`src/rtl/sprite_motion_if.sv`:
```
// Keycode/pause inputs and kinematic outputs between the keycode decoder,
// the motion engine and the sprite/colour-mapper logic.
interface sprite_motion_if #(
  parameter int unsigned W = 10
);
  logic [7:0]   keycode;
  logic         Pause;
  logic [W-1:0] PosX;
  logic [W-1:0] PosY;
  logic [W-1:0] Size;
  logic [W-1:0] VelX;
  logic [W-1:0] VelY;
  logic         Grounded;

  modport master (
    output keycode, Pause,
    input  PosX, PosY, Size, VelX, VelY, Grounded
  );

  modport slave (
    input  keycode, Pause,
    output PosX, PosY, Size, VelX, VelY, Grounded
  );
endinterface

```
`src/rtl/sprite_motion.sv`:
```
// Per-frame sprite kinematics: keyboard acceleration, friction, gravity, jumping
// and wall response, with the new velocity applied to position on the same edge.
module sprite_motion #(
  parameter int unsigned W            = 10,
  parameter int          X_MIN        = 10,
  parameter int          X_MAX        = 629,
  parameter int          Y_MIN        = 10,
  parameter int          Y_MAX        = 469,
  parameter int          X_START      = 320,
  parameter int          Y_START      = 240,
  parameter int          SIZE         = 4,
  parameter int          V_MAX        = 8,
  parameter int          ACCEL_PERIOD = 4,
  parameter int          GRAV_PERIOD  = 4,
  parameter int          JUMP_V       = 6,
  parameter int          WALL_MODE    = 0,
  parameter logic [7:0]  KEY_LEFT     = 8'h04,
  parameter logic [7:0]  KEY_RIGHT    = 8'h07,
  parameter logic [7:0]  KEY_JUMP     = 8'h1A
) (
  input  logic             frame_clk,
  input  logic             Reset,
  sprite_motion_if.slave   bus
);

  localparam int unsigned AW = $clog2(ACCEL_PERIOD + 1);
  localparam int unsigned GW = $clog2(GRAV_PERIOD + 1);

  localparam logic signed [W:0]   XLo     = (W+1)'(X_MIN + SIZE);
  localparam logic signed [W:0]   XHi     = (W+1)'(X_MAX - SIZE);
  localparam logic signed [W:0]   YLo     = (W+1)'(Y_MIN + SIZE);
  localparam logic signed [W:0]   YHi     = (W+1)'(Y_MAX - SIZE);
  localparam logic signed [W-1:0] VMax    = W'(V_MAX);
  localparam logic signed [W-1:0] VMin    = W'(-V_MAX);
  localparam logic signed [W-1:0] JumpVel = W'(-JUMP_V);
  localparam logic signed [W-1:0] One     = W'(1);
  localparam logic [AW-1:0]       AxLast  = AW'(ACCEL_PERIOD - 1);
  localparam logic [GW-1:0]       GLast   = GW'(GRAV_PERIOD - 1);
  localparam logic                GroundInit = (Y_START == Y_MAX - SIZE);

  logic [W-1:0]        pos_x_q, pos_x_d, pos_y_q, pos_y_d;
  logic signed [W-1:0] vel_x_q, vel_x_d, vel_y_q, vel_y_d;
  logic                grounded_q, grounded_d;
  logic [AW-1:0]       ax_cnt_q, ax_cnt_d;
  logic [GW-1:0]       g_cnt_q, g_cnt_d;

  logic                accel_tick, grav_tick;
  logic signed [W-1:0] vx_raw, vy_raw, vx_new, vy_new;
  logic signed [W:0]   cand_x, cand_y;

  always_comb begin
    accel_tick = (ax_cnt_q == AxLast);
    grav_tick  = (g_cnt_q == GLast);

    vx_raw = vel_x_q;
    if (accel_tick) begin
      if (bus.keycode == KEY_LEFT)       vx_raw = vel_x_q - One;
      else if (bus.keycode == KEY_RIGHT) vx_raw = vel_x_q + One;
      else if (vel_x_q[W-1])             vx_raw = vel_x_q + One;
      else if (|vel_x_q)                 vx_raw = vel_x_q - One;
    end

    // Jump launch is not gated by the gravity tick.
    vy_raw = vel_y_q;
    if (grounded_q && bus.keycode == KEY_JUMP) vy_raw = JumpVel;
    else if (grounded_q)                       vy_raw = '0;
    else if (grav_tick)                        vy_raw = vel_y_q + One;

    vx_new = vx_raw;
    if (vx_raw > VMax)      vx_new = VMax;
    else if (vx_raw < VMin) vx_new = VMin;
    vy_new = vy_raw;
    if (vy_raw > VMax)      vy_new = VMax;
    else if (vy_raw < VMin) vy_new = VMin;

    cand_x = {1'b0, pos_x_q} + {vx_new[W-1], vx_new};
    cand_y = {1'b0, pos_y_q} + {vy_new[W-1], vy_new};

    pos_x_d = cand_x[W-1:0];
    vel_x_d = vx_new;
    if (cand_x > XHi || cand_x < XLo) begin
      pos_x_d = (cand_x > XHi) ? XHi[W-1:0] : XLo[W-1:0];
      vel_x_d = (WALL_MODE == 1) ? -vx_new : '0;
    end

    pos_y_d = cand_y[W-1:0];
    vel_y_d = vy_new;
    if (cand_y >= YHi) begin
      pos_y_d = YHi[W-1:0];
      vel_y_d = '0;
    end else if (cand_y < YLo) begin
      pos_y_d = YLo[W-1:0];
      vel_y_d = '0;
    end
    grounded_d = (pos_y_d == YHi[W-1:0]);

    ax_cnt_d = accel_tick ? '0 : ax_cnt_q + AW'(1);
    g_cnt_d  = grav_tick  ? '0 : g_cnt_q + GW'(1);

    if (bus.Pause) begin
      pos_x_d    = pos_x_q;
      pos_y_d    = pos_y_q;
      vel_x_d    = vel_x_q;
      vel_y_d    = vel_y_q;
      grounded_d = grounded_q;
      ax_cnt_d   = ax_cnt_q;
      g_cnt_d    = g_cnt_q;
    end
  end

  always_ff @(posedge frame_clk) begin
    if (!Reset) begin
      pos_x_q    <= W'(X_START);
      pos_y_q    <= W'(Y_START);
      vel_x_q    <= '0;
      vel_y_q    <= '0;
      grounded_q <= GroundInit;
      ax_cnt_q   <= '0;
      g_cnt_q    <= '0;
    end else begin
      pos_x_q    <= pos_x_d;
      pos_y_q    <= pos_y_d;
      vel_x_q    <= vel_x_d;
      vel_y_q    <= vel_y_d;
      grounded_q <= grounded_d;
      ax_cnt_q   <= ax_cnt_d;
      g_cnt_q    <= g_cnt_d;
    end
  end

  assign bus.PosX     = pos_x_q;
  assign bus.PosY     = pos_y_q;
  assign bus.Size     = W'(SIZE);
  assign bus.VelX     = vel_x_q;
  assign bus.VelY     = vel_y_q;
  assign bus.Grounded = grounded_q;

endmodule

```
`src/flat_wrapper.sv`:
```
// flat-port wrapper written by rule: the top's interface ports become plain ports
module sprite_motion_flat 
#(
  parameter int unsigned W            = 10,
  parameter int          X_MIN        = 10,
  parameter int          X_MAX        = 629,
  parameter int          Y_MIN        = 10,
  parameter int          Y_MAX        = 469,
  parameter int          X_START      = 320,
  parameter int          Y_START      = 240,
  parameter int          SIZE         = 4,
  parameter int          V_MAX        = 8,
  parameter int          ACCEL_PERIOD = 4,
  parameter int          GRAV_PERIOD  = 4,
  parameter int          JUMP_V       = 6,
  parameter int          WALL_MODE    = 0,
  parameter logic [7:0]  KEY_LEFT     = 8'h04,
  parameter logic [7:0]  KEY_RIGHT    = 8'h07,
  parameter logic [7:0]  KEY_JUMP     = 8'h1A
)
  (frame_clk, Reset, bus_keycode, bus_Pause, bus_PosX, bus_PosY, bus_Size, bus_VelX, bus_VelY, bus_Grounded);
  sprite_motion_if #(.W(W)) bus_i ();
  input  logic frame_clk;
  input  logic Reset;
  input wire logic [$bits(bus_i.keycode)-1:0] bus_keycode;
  input wire logic [$bits(bus_i.Pause)-1:0] bus_Pause;
  output wire logic [$bits(bus_i.PosX)-1:0] bus_PosX;
  output wire logic [$bits(bus_i.PosY)-1:0] bus_PosY;
  output wire logic [$bits(bus_i.Size)-1:0] bus_Size;
  output wire logic [$bits(bus_i.VelX)-1:0] bus_VelX;
  output wire logic [$bits(bus_i.VelY)-1:0] bus_VelY;
  output wire logic [$bits(bus_i.Grounded)-1:0] bus_Grounded;
  assign bus_i.keycode = bus_keycode;
  assign bus_i.Pause = bus_Pause;
  assign bus_PosX = bus_i.PosX;
  assign bus_PosY = bus_i.PosY;
  assign bus_Size = bus_i.Size;
  assign bus_VelX = bus_i.VelX;
  assign bus_VelY = bus_i.VelY;
  assign bus_Grounded = bus_i.Grounded;
  sprite_motion #(.W(W), .X_MIN(X_MIN), .X_MAX(X_MAX), .Y_MIN(Y_MIN), .Y_MAX(Y_MAX), .X_START(X_START), .Y_START(Y_START), .SIZE(SIZE), .V_MAX(V_MAX), .ACCEL_PERIOD(ACCEL_PERIOD), .GRAV_PERIOD(GRAV_PERIOD), .JUMP_V(JUMP_V), .WALL_MODE(WALL_MODE), .KEY_LEFT(KEY_LEFT), .KEY_RIGHT(KEY_RIGHT), .KEY_JUMP(KEY_JUMP)) u_core (.frame_clk(frame_clk), .Reset(Reset), .bus(bus_i));
endmodule
```
`config.mk`:
```
export PLATFORM = sky130hd
export DESIGN_NAME = sprite_motion_flat
export DESIGN_NICKNAME = d
export VERILOG_FILES = /design/src/rtl/sprite_motion_if.sv /design/src/rtl/sprite_motion.sv /design/src/flat_wrapper.sv
export SDC_FILE = /design/constraint.sdc
export NUM_CORES = 1
export LEC_CHECK = 0
export ABC_CLOCK_PERIOD_IN_PS = 8700
export CORE_MARGIN = 5
export CORE_UTILIZATION = 55
export DETAILED_ROUTE_END_ITERATION = 6
export HOLD_SLACK_MARGIN = 0.12
export PLACE_DENSITY_LB_ADDON = 0.1
export SETUP_SLACK_MARGIN = 0.1
export SLEW_MARGIN = 20
export SYNTH_ARGS = -nofsm -noshare
export SYNTH_HDL_FRONTEND = slang
export SYNTH_SLANG_ARGS = --single-unit
```
`constraint.sdc`:
```
create_clock -name frame_clk -period 8.7 [get_ports frame_clk]
set_input_delay 1.305 -clock frame_clk [delete_from_list [all_inputs] [get_ports frame_clk]]
set_output_delay 1.305 -clock frame_clk [all_outputs]
set_load 0.02 [all_outputs]
```
* Word-level counts from Yosys, hierarchy flattened
Index checks and enable logic that the tools add are counted.
** Word-level totals
- Output and inout bits :: 51
- Register bits after elaboration :: 47
- Bits of input ports :: 11
- Word-level logic and storage cells :: 52
** Operators by class
- Mux-type cells :: 21
- Eq/ne operators :: 6
- Add/subtract/negate cells :: 7
- Reduce and logical (&&, ||, !) cells :: 3
- Order comparisons :: 8
** Operators with widths (number)
- $mux W10 :: 19
- $add A10 B11 Y11 :: 2
- $lt A11 B5 Y1 const B :: 2
- $add A10 B2 Y10 const B :: 2
- $gt A10 B5 Y1 const B :: 2
- $lt A10 B4 Y1 const B :: 2
- $eq A8 B3 Y1 const B :: 2
- $ge A11 B10 Y1 const B :: 1
- $gt A11 B11 Y1 const B :: 1
- $eq A10 B9 Y1 const B :: 1
- $reduce_or A10 Y1 :: 1
- $sub A10 B2 Y10 const B :: 1
- $eq A8 B5 Y1 const B :: 1
- $add A3 B1 Y3 const B :: 2
- $eq A3 B2 Y1 const B :: 2
- $mux W3 :: 2
- $logic_and A1 B1 Y1 :: 1
- $logic_or A1 B1 Y1 :: 1

* Logic depth before layout (Yosys ltp)
Gate-level depths: netlist of run 1.
- Word-level depth :: 13
- Gate-level depth with buffers :: 23
- Mapped depth without buffers :: 23

* Worst setup path before layout of run 1
No wires, ideal clock.
- Path kind :: input -> register
- Start :: in bus_keycode[5]
- End :: reg u_core.vel_y_q[9], in the netlist u_core.bus.VelY[9]
- Library setup time :: 0.117 ns
- Data required time :: 8.583 ns
- Data arrival time :: 5.683 ns
- Slack :: 2.900 ns
- Path buffers :: 1
- Stages :: 20
- Cell sequence :: or3_1 -> o31a_1 -> or3_4 -> a211oi_1 -> nand2_1 -> ha_1 -> nor2b_1 -> nand2_1 -> a21oi_1 -> ha_1 -> fa_1 -> a21oi_1 -> o22ai_1 -> or3_1 -> a221o_1 -> nor4_1 -> nor2_1 -> and3_1 -> buf_4 -> a22o_1
** Between the ends
- Longest elaborated chain between the ends :: 10
- Elaborated cells between the ends (all ways) :: 12
- Those cells by class :: add/sub (1); order compare (4); eq/ne (1); mux (5); reduce/logical (1)
** Ends and longest elaborated chain
- start: declaration :: line flat_wrapper.sv:25 : input wire logic [$bits(bus_i.keycode)-1:0] bus_keycode;
- $eq A8 B5 Y1 * :: line sprite_motion.sv:65 : if (grounded_q && bus.keycode == KEY_JUMP) vy_raw = JumpVel;
- $logic_and A1 B1 Y1 * :: line sprite_motion.sv:65
- $mux W10 * :: line sprite_motion.sv:65
- $lt A10 B4 Y1 :: line sprite_motion.sv:74 : else if (vy_raw < VMin) vy_new = VMin;
- $mux W10 :: line sprite_motion.sv:74
- $mux W10 * :: line sprite_motion.sv:73 : if (vy_raw > VMax) vy_new = VMax;
- $add A10 B11 Y11 :: line sprite_motion.sv:77 : cand_y = {1'b0, pos_y_q} + {vy_new[W-1], vy_new};
- $lt A11 B5 Y1 :: line sprite_motion.sv:91 : end else if (cand_y < YLo) begin
- $mux W10 :: line sprite_motion.sv:91
- $mux W10 * :: line sprite_motion.sv:88 : if (cand_y >= YHi) begin
- end signal: assignment :: line sprite_motion.sv:124 : vel_y_q <= vel_y_d;
- end: declaration :: line sprite_motion.sv:42 : logic signed [W-1:0] vel_x_q, vel_x_d, vel_y_q, vel_y_d;
Mark *: on every way between the ends. The rest lies on a longest branch, timed or not.
A chain may end at the register's enable or synchronous reset.

* Final worst setup path of run 1
- Start :: in bus_keycode[5]
- End :: reg u_core.vel_y_q[4], in the netlist u_core.bus.VelY[4]
The elaborated chain is that of the path after synthesis.

==> flow_summary.ini, run 1 <==
[job]
maxCapViolations = 0

[global_route]
grt-ovfl-total = 0
use_met2_pct = 36.9
grt_usage_pct = 22.8
grt_pass1_vias = 3824
top_usage_layer = met2
grt_max_degree = 27
use_met1_pct = 31.6
grt_pass1_wl_um = 18400
antenna_found_initial = 0
use_met3_pct = 3.67

[route]
drt_iter0_drc = 186
routedWlPerCell_um = 16.7
vias = 3986
drc = 0
ant_nets = 0
dr.pass1.iters = 4
wl_um = 10900
vias_per_cell = 6.09

[timing]
maxSlewViolCount = 0
tightestPinTransition_ns = 0.953
fin_skew_ns = 0.00632
fin_crit_sh_pct = 78.7
rsz0062_at_grt = false
setup_tns_ns = 0
finalSetupViolCount = 0
hold_viol = 0
clock.fmax_mhz = 146
period_needed_ns = 6.85
maxSlewHeadroom_pct = 36.5

[synth]
yosys_warnings = 0
syn_area_um2 = 4160
synth_cell_types = 84
synth_edf_count = 0
ys.flop_type = dfxtp_1
synth_area_leaders = dfxtp_1 (23%), ha_1 (7.8%), a21oi_1 (4.7%)
syn_inst = 520
seq_area_frac_synth_pct = 22.6
synth_area_per_cell_um2 = 8.00
ys_ff_latch = 47
async_flop_share_pct = 0
yosysTopAreaCellShare_pct = 22.6
yosysTopAreaCell = dfxtp_1

[clock_tree]
post-cts-setup-buffers = 0
cts_max_level = 2
cts_tree = yes
clock_latency_ns = 0.31
clockBufferDepth = 2
clk_pin_slew_ns = 0.09
clock-sinks = 47
cts_buffers = 5
cts.hold.buffers_added = 0
cts_resized = 0
cts_root_buffer = clkbuf_8

[placement]
numPlacedInstances = 646
dp_hpwl_um = 8430
port_buffers = 51
gp_congestion = 0.927

[run_status]
outcome = finished, final reports clean

[die]
core_area_um2 = 7290
initial_core_util_pct = 57.0
die_h_um = 97.0
row_count = 31
die_x_um = 97.0
io-pin-count = 62
die_area_um2 = 9400

[cells_and_area]
antennaDiodeCount = 0
layout.cells.non_filler = 654
drive_gt1_share_pct = 6.85
layout_common_cells = clkdlybuf4s50_1 (51), nand2_1 (48), dfxtp_1 (47)
area_delta_synth_final_pct = 14.6
final_net_count = 593
mostFrequentLayoutCell = clkdlybuf4s50_1

[power_and_ir_drop]
power_frac_seq_pct = 44.0
p_leak_nw = 1.90
p_switching_mw = 0.167
pwr_density_cell_nw_per_um2 = 111
p_int_mw = 0.362
clkPwrFrac_pct = 31.4
switching_share_pct = 31.5
power.total_mw = 0.529
combPwrFrac_pct = 24.6
vdd_drop_max_mv = 0.115

[hold_path]
min_path_cells = 2
min_from = u_core.ax_cnt_q[2]
min_to = u_core.ax_cnt_q[2]
hold_class = reg2reg

[critical_path]
cp.arrival_ns = 7.10
critPathCaptureType = flop
r2r_cells = 18
r2r-end = u_core.bus.VelY[4]
path_class = in2reg
rr_startpoint = u_core.bus.VelY[0]
start_kind = input pin
cp_max_fo = 9
rrSetupSlack_ns = 2.68
critPathRequiredTime_ns = 8.95
## per-stage QoR
| step | instance area (um^2) | setup slack (ns) | util (%) | hold WS (ns) |
|---|---|---|---|---|
| 3_5_place_dp | 4650 | 1.61 | 63.8 | 0.447 |
| 3_3_place_gp | 4650 | 1.77 | 63.8 | 0.428 |
| 4_1_cts | 4770 | 1.93 | 65.4 | 0.461 |
| 6_report | 4770 | 1.85 | 65.4 | 0.458 |
| 5_1_grt | 4770 | 1.43 | 65.4 | 0.471 |
| 2_1_floorplan | 4190 | 2.90 | - | 0.420 |
## synthesized netlist by cell type, types with 10 or more instances
library cell  instances
nand2_1              48
dfxtp_1              47
a21oi_1              39
nor2_1               34
o21ai_0              28
ha_1                 26
nor3_1               18
xnor2_1              17
inv_1                15
clkbuf_1             14
a22o_1               12
buf_4                11
nand3_1              11
a21o_1               10
nand2b_1             10
## registers in the layout, summed over array words and instances, names as in the netlist
register,flops
u_core.ax_cnt_q,3
u_core.bus.Grounded,1
u_core.bus.PosX,10
u_core.bus.PosY,10
u_core.bus.VelX,10
u_core.bus.VelY,10
u_core.g_cnt_q,3
## how the worst max path moves through the flow
stage,from,end,slack [ns],cells past startpoint
6_report,bus_keycode[5],u_core.bus.VelY[4],1.85,18
5_1_grt,bus_keycode[5],u_core.bus.VelY[4],1.43,18
2_1_floorplan,bus_keycode[5],u_core.bus.VelY[9],2.90,20
4_1_cts,bus_keycode[5],u_core.bus.VelY[4],1.93,18
3_3_place_gp,bus_keycode[5],u_core.bus.VelY[8],1.77,18
3_5_place_dp,bus_keycode[5],u_core.bus.VelY[4],1.61,18
## logic make-up after synthesis
| logic type | after synthesis | synth area share, % |
|---|---|---|
| AO/OA/AOI/OAI | 176 | 30.2 |
| XOR/XNOR | 26 | 6.11 |
| adder cells (fa/ha/maj) | 28 | 8.78 |
| buffers and inverters | 47 | 5.42 |
| flip-flops | 47 | 22.6 |
| multiplexers | 5 | 1.23 |
| other | 2 | 0.181 |
| AND/OR/NAND/NOR | 189 | 25.5 |
## worst max-delay path: stages
cell	delay [ns]
clkdlybuf4s50_1	0.44
or3_1	0.44
o31a_1	0.36
a31oi_1	0.32
nand2_1	0.10
a211oi_1	0.25
nand2_1	0.09
ha_1	0.34
nor2b_1	0.28
nor3b_1	0.45
ha_1	0.37
a21oi_1	0.22
o22ai_1	0.15
o41ai_1	0.49
xnor2_1	0.23
a41oi_1	0.60
and3_1	0.47
a22o_1	0.20
## power groups by stage
| stage | combinational [mW] | clock (mW) | sequential, mW |
|---|---|---|---|
| 2_1_floorplan | 0.0900 | 0 | 0.242 |
| 3_3_place_gp | 0.126 | 0 | 0.237 |
| 3_5_place_dp | 0.128 | 0 | 0.237 |
| 4_1_cts | 0.129 | 0.170 | 0.233 |
| 5_1_grt | 0.143 | 0.180 | 0.234 |
| 6_report | 0.130 | 0.166 | 0.233 |
## layout make-up
cell class / instances / area, um^2
Inverter: 15 / 56.3
Timing Repair Buffer: 51 / 510
Sequential cell: 47 / 941
Clock inverter: 3 / 43.8
Tap cell: 99 / 124
Multi-Input combinational cell: 434 / 3020
Fill cell: 670 / 2520
Clock buffer: 5 / 68.8
## routing by layer
layer  vias up  share of wire [%]
li1       1990                  -
met5         -                  0
met2       124                 45
met1      1862                 49
met4         0                1.0
met3        10                5.2
(Power assumes the default switching activity.)
==> run 2: changes to the inputs <==
- ABC_CLOCK_PERIOD_IN_PS: 8700 -> 5700
- CORE_UTILIZATION: 55 -> 50
- clock period: 8.7 -> 5.7 ns (I/O delays scaled with it)
==> flow_summary.ini, run 2 (synthesis gave the netlist of run 1 again) <==
[die]
initial_core_util_pct = 50.9
io-pin-count = 62
die_h_um = 101
die_area_um2 = 10200
core_area_um2 = 8180
die_x_um = 101
row_count = 33

[clock_tree]
clock-sinks = 47
cts_tree = yes
clockBufferDepth = 2
cts_buffers = 5
cts_max_level = 2
cts.hold.buffers_added = 0
clk_pin_slew_ns = 0.09
clock_latency_ns = 0.31
cts_root_buffer = clkbuf_8

[cells_and_area]
layout.cells.non_filler = 718
area_delta_synth_final_pct = 29.7
layout_common_cells = buf_4 (58), nand2_1 (48), clkdlybuf4s50_1 (47), dfxtp_1 (47), a21oi_1 (35)
mostFrequentLayoutCell = buf_4
antennaDiodeCount = 0
fin_util_pct = 66.0
drive_gt1_share_pct = 20.2
final_net_count = 651

[global_route]
use_met1_pct = 32.1
top_usage_layer = met2
grt-ovfl-total = 0
grt_max_degree = 27
grt_usage_pct = 22.4
grt_pass1_vias = 3953
antenna_found_initial = 0
grt_pass1_wl_um = 19000
use_met2_pct = 35.3
use_met3_pct = 3.24

[timing]
fin_skew_ns = 0.00943
hold_viol = 0
fin_ws_ns = 0.312
maxSlewHeadroom_pct = 34.3
maxSlewViolCount = 0
period_needed_ns = 5.39
finalSetupViolCount = 0
fin_crit_sh_pct = 94.5
clock.fmax_mhz = 186
tightestPinTransition_ns = 0.985
setup_tns_ns = 0
rsz0062_at_grt = true

[power_and_ir_drop]
p_leak_nw = 2.24
clkPwrFrac_pct = 30.0
combPwrFrac_pct = 27.6
power_frac_seq_pct = 42.4
p_switching_mw = 0.264
vdd_drop_max_mv = 0.128
switching_share_pct = 31.5
p_int_mw = 0.573
pwr_density_cell_nw_per_um2 = 155
power.total_mw = 0.837

[hold_path]
hold_class = reg2reg

[route]
drt_iter0_drc = 228
dr.pass1.iters = 4
wl_um = 11700
ant_nets = 0
vias_per_cell = 5.88
routedWlPerCell_um = 16.3
drc = 0
vias = 4221

[critical_path]
cp.arrival_ns = 5.64
cp_max_fo = 6
start_kind = input pin
critPathCaptureType = flop
critPathRequiredTime_ns = 5.95
path_class = in2reg

[placement]
port_buffers = 51
numPlacedInstances = 708
pre_cts_ws_ns = -0.342
dp_hpwl_um = 8970
gp_congestion = 0.874

[run_status]
outcome = finished, final reports clean

[job]
maxCapViolations = 0
run 2: path summary, 6_finish.rpt:
check | start | end | slack [ns] | cells past startpoint
setup / recovery | bus_keycode[1] | u_core.bus.VelX[6] | 0.31 | 24
setup reg to reg | u_core.bus.VelX[0] | u_core.bus.VelX[6] | 0.49 | 24
hold reg to reg | u_core.ax_cnt_q[2] | u_core.ax_cnt_q[2] | 0.46 | 2
hold / removal | u_core.ax_cnt_q[2] | u_core.ax_cnt_q[2] | 0.46 | 2
run 2: area by class of cell:
cell class	instances	area, um^2
Sequential cell	47	941
Clock inverter	3	43.8
Clock buffer	5	68.8
Timing Repair Buffer	109	956
Fill cell	713	2780
Tap cell	105	131
Multi-Input combinational cell	434	3200
Inverter	15	56.3
run 2: per-stage QoR:
step | instance area, um^2 | hold slack, ns
2_1_floorplan | 4190 | 0.420
3_3_place_gp | 5080 | 0.428
3_5_place_dp | 5080 | 0.446
4_1_cts | 5220 | 0.458
5_1_grt | 5390 | 0.485
6_report | 5390 | 0.456
run 2: routing by layer:
layer	vias up	wire, um
met4	0	159
met2	121	5460
met3	17	619
met5	-	0
met1	1987	5430
li1	2096	-
run 2: repair_timing:
| item | 4_1_cts | 5_1_grt |
|---|---|---|
| pin swaps | 0 | 8 |
| resized for setup | 5 | 36 |
| buffers inserted | 0 | 2 |
| endpoints found under the setup margin | 12 | 40 |
run 2: power groups by stage:
stage                     combinational, mW  clock (mW)  sequential [mW]
after floorplan                       0.137           0            0.369
after global placement                0.213           0            0.362
after detailed placement              0.218           0            0.362
after CTS                             0.220       0.257            0.354
after global routing                  0.253       0.270            0.357
final                                 0.231       0.251            0.355
run 2: worst max-delay path, cell delays in order:
cell and delay [ns]:
clkdlybuf4s50_1 0.55, buf_4 0.16, nor2_1 0.07, a21boi_1 0.18, a211o_1 0.32, a32oi_1 0.20, xnor2_1 0.18, nor4_1 0.08
and3_1 0.22, a21oi_4 0.23, nor2_1 0.08, ha_1 0.23, fa_2 0.36, buf_4 0.15, a21o_1 0.16, a21oi_2 0.17
xnor2_1 0.10, buf_4 0.14, o311a_1 0.10, a211o_1 0.32, a31o_4 0.25, nor4_4 0.26, buf_4 0.18, a21o_1 0.08
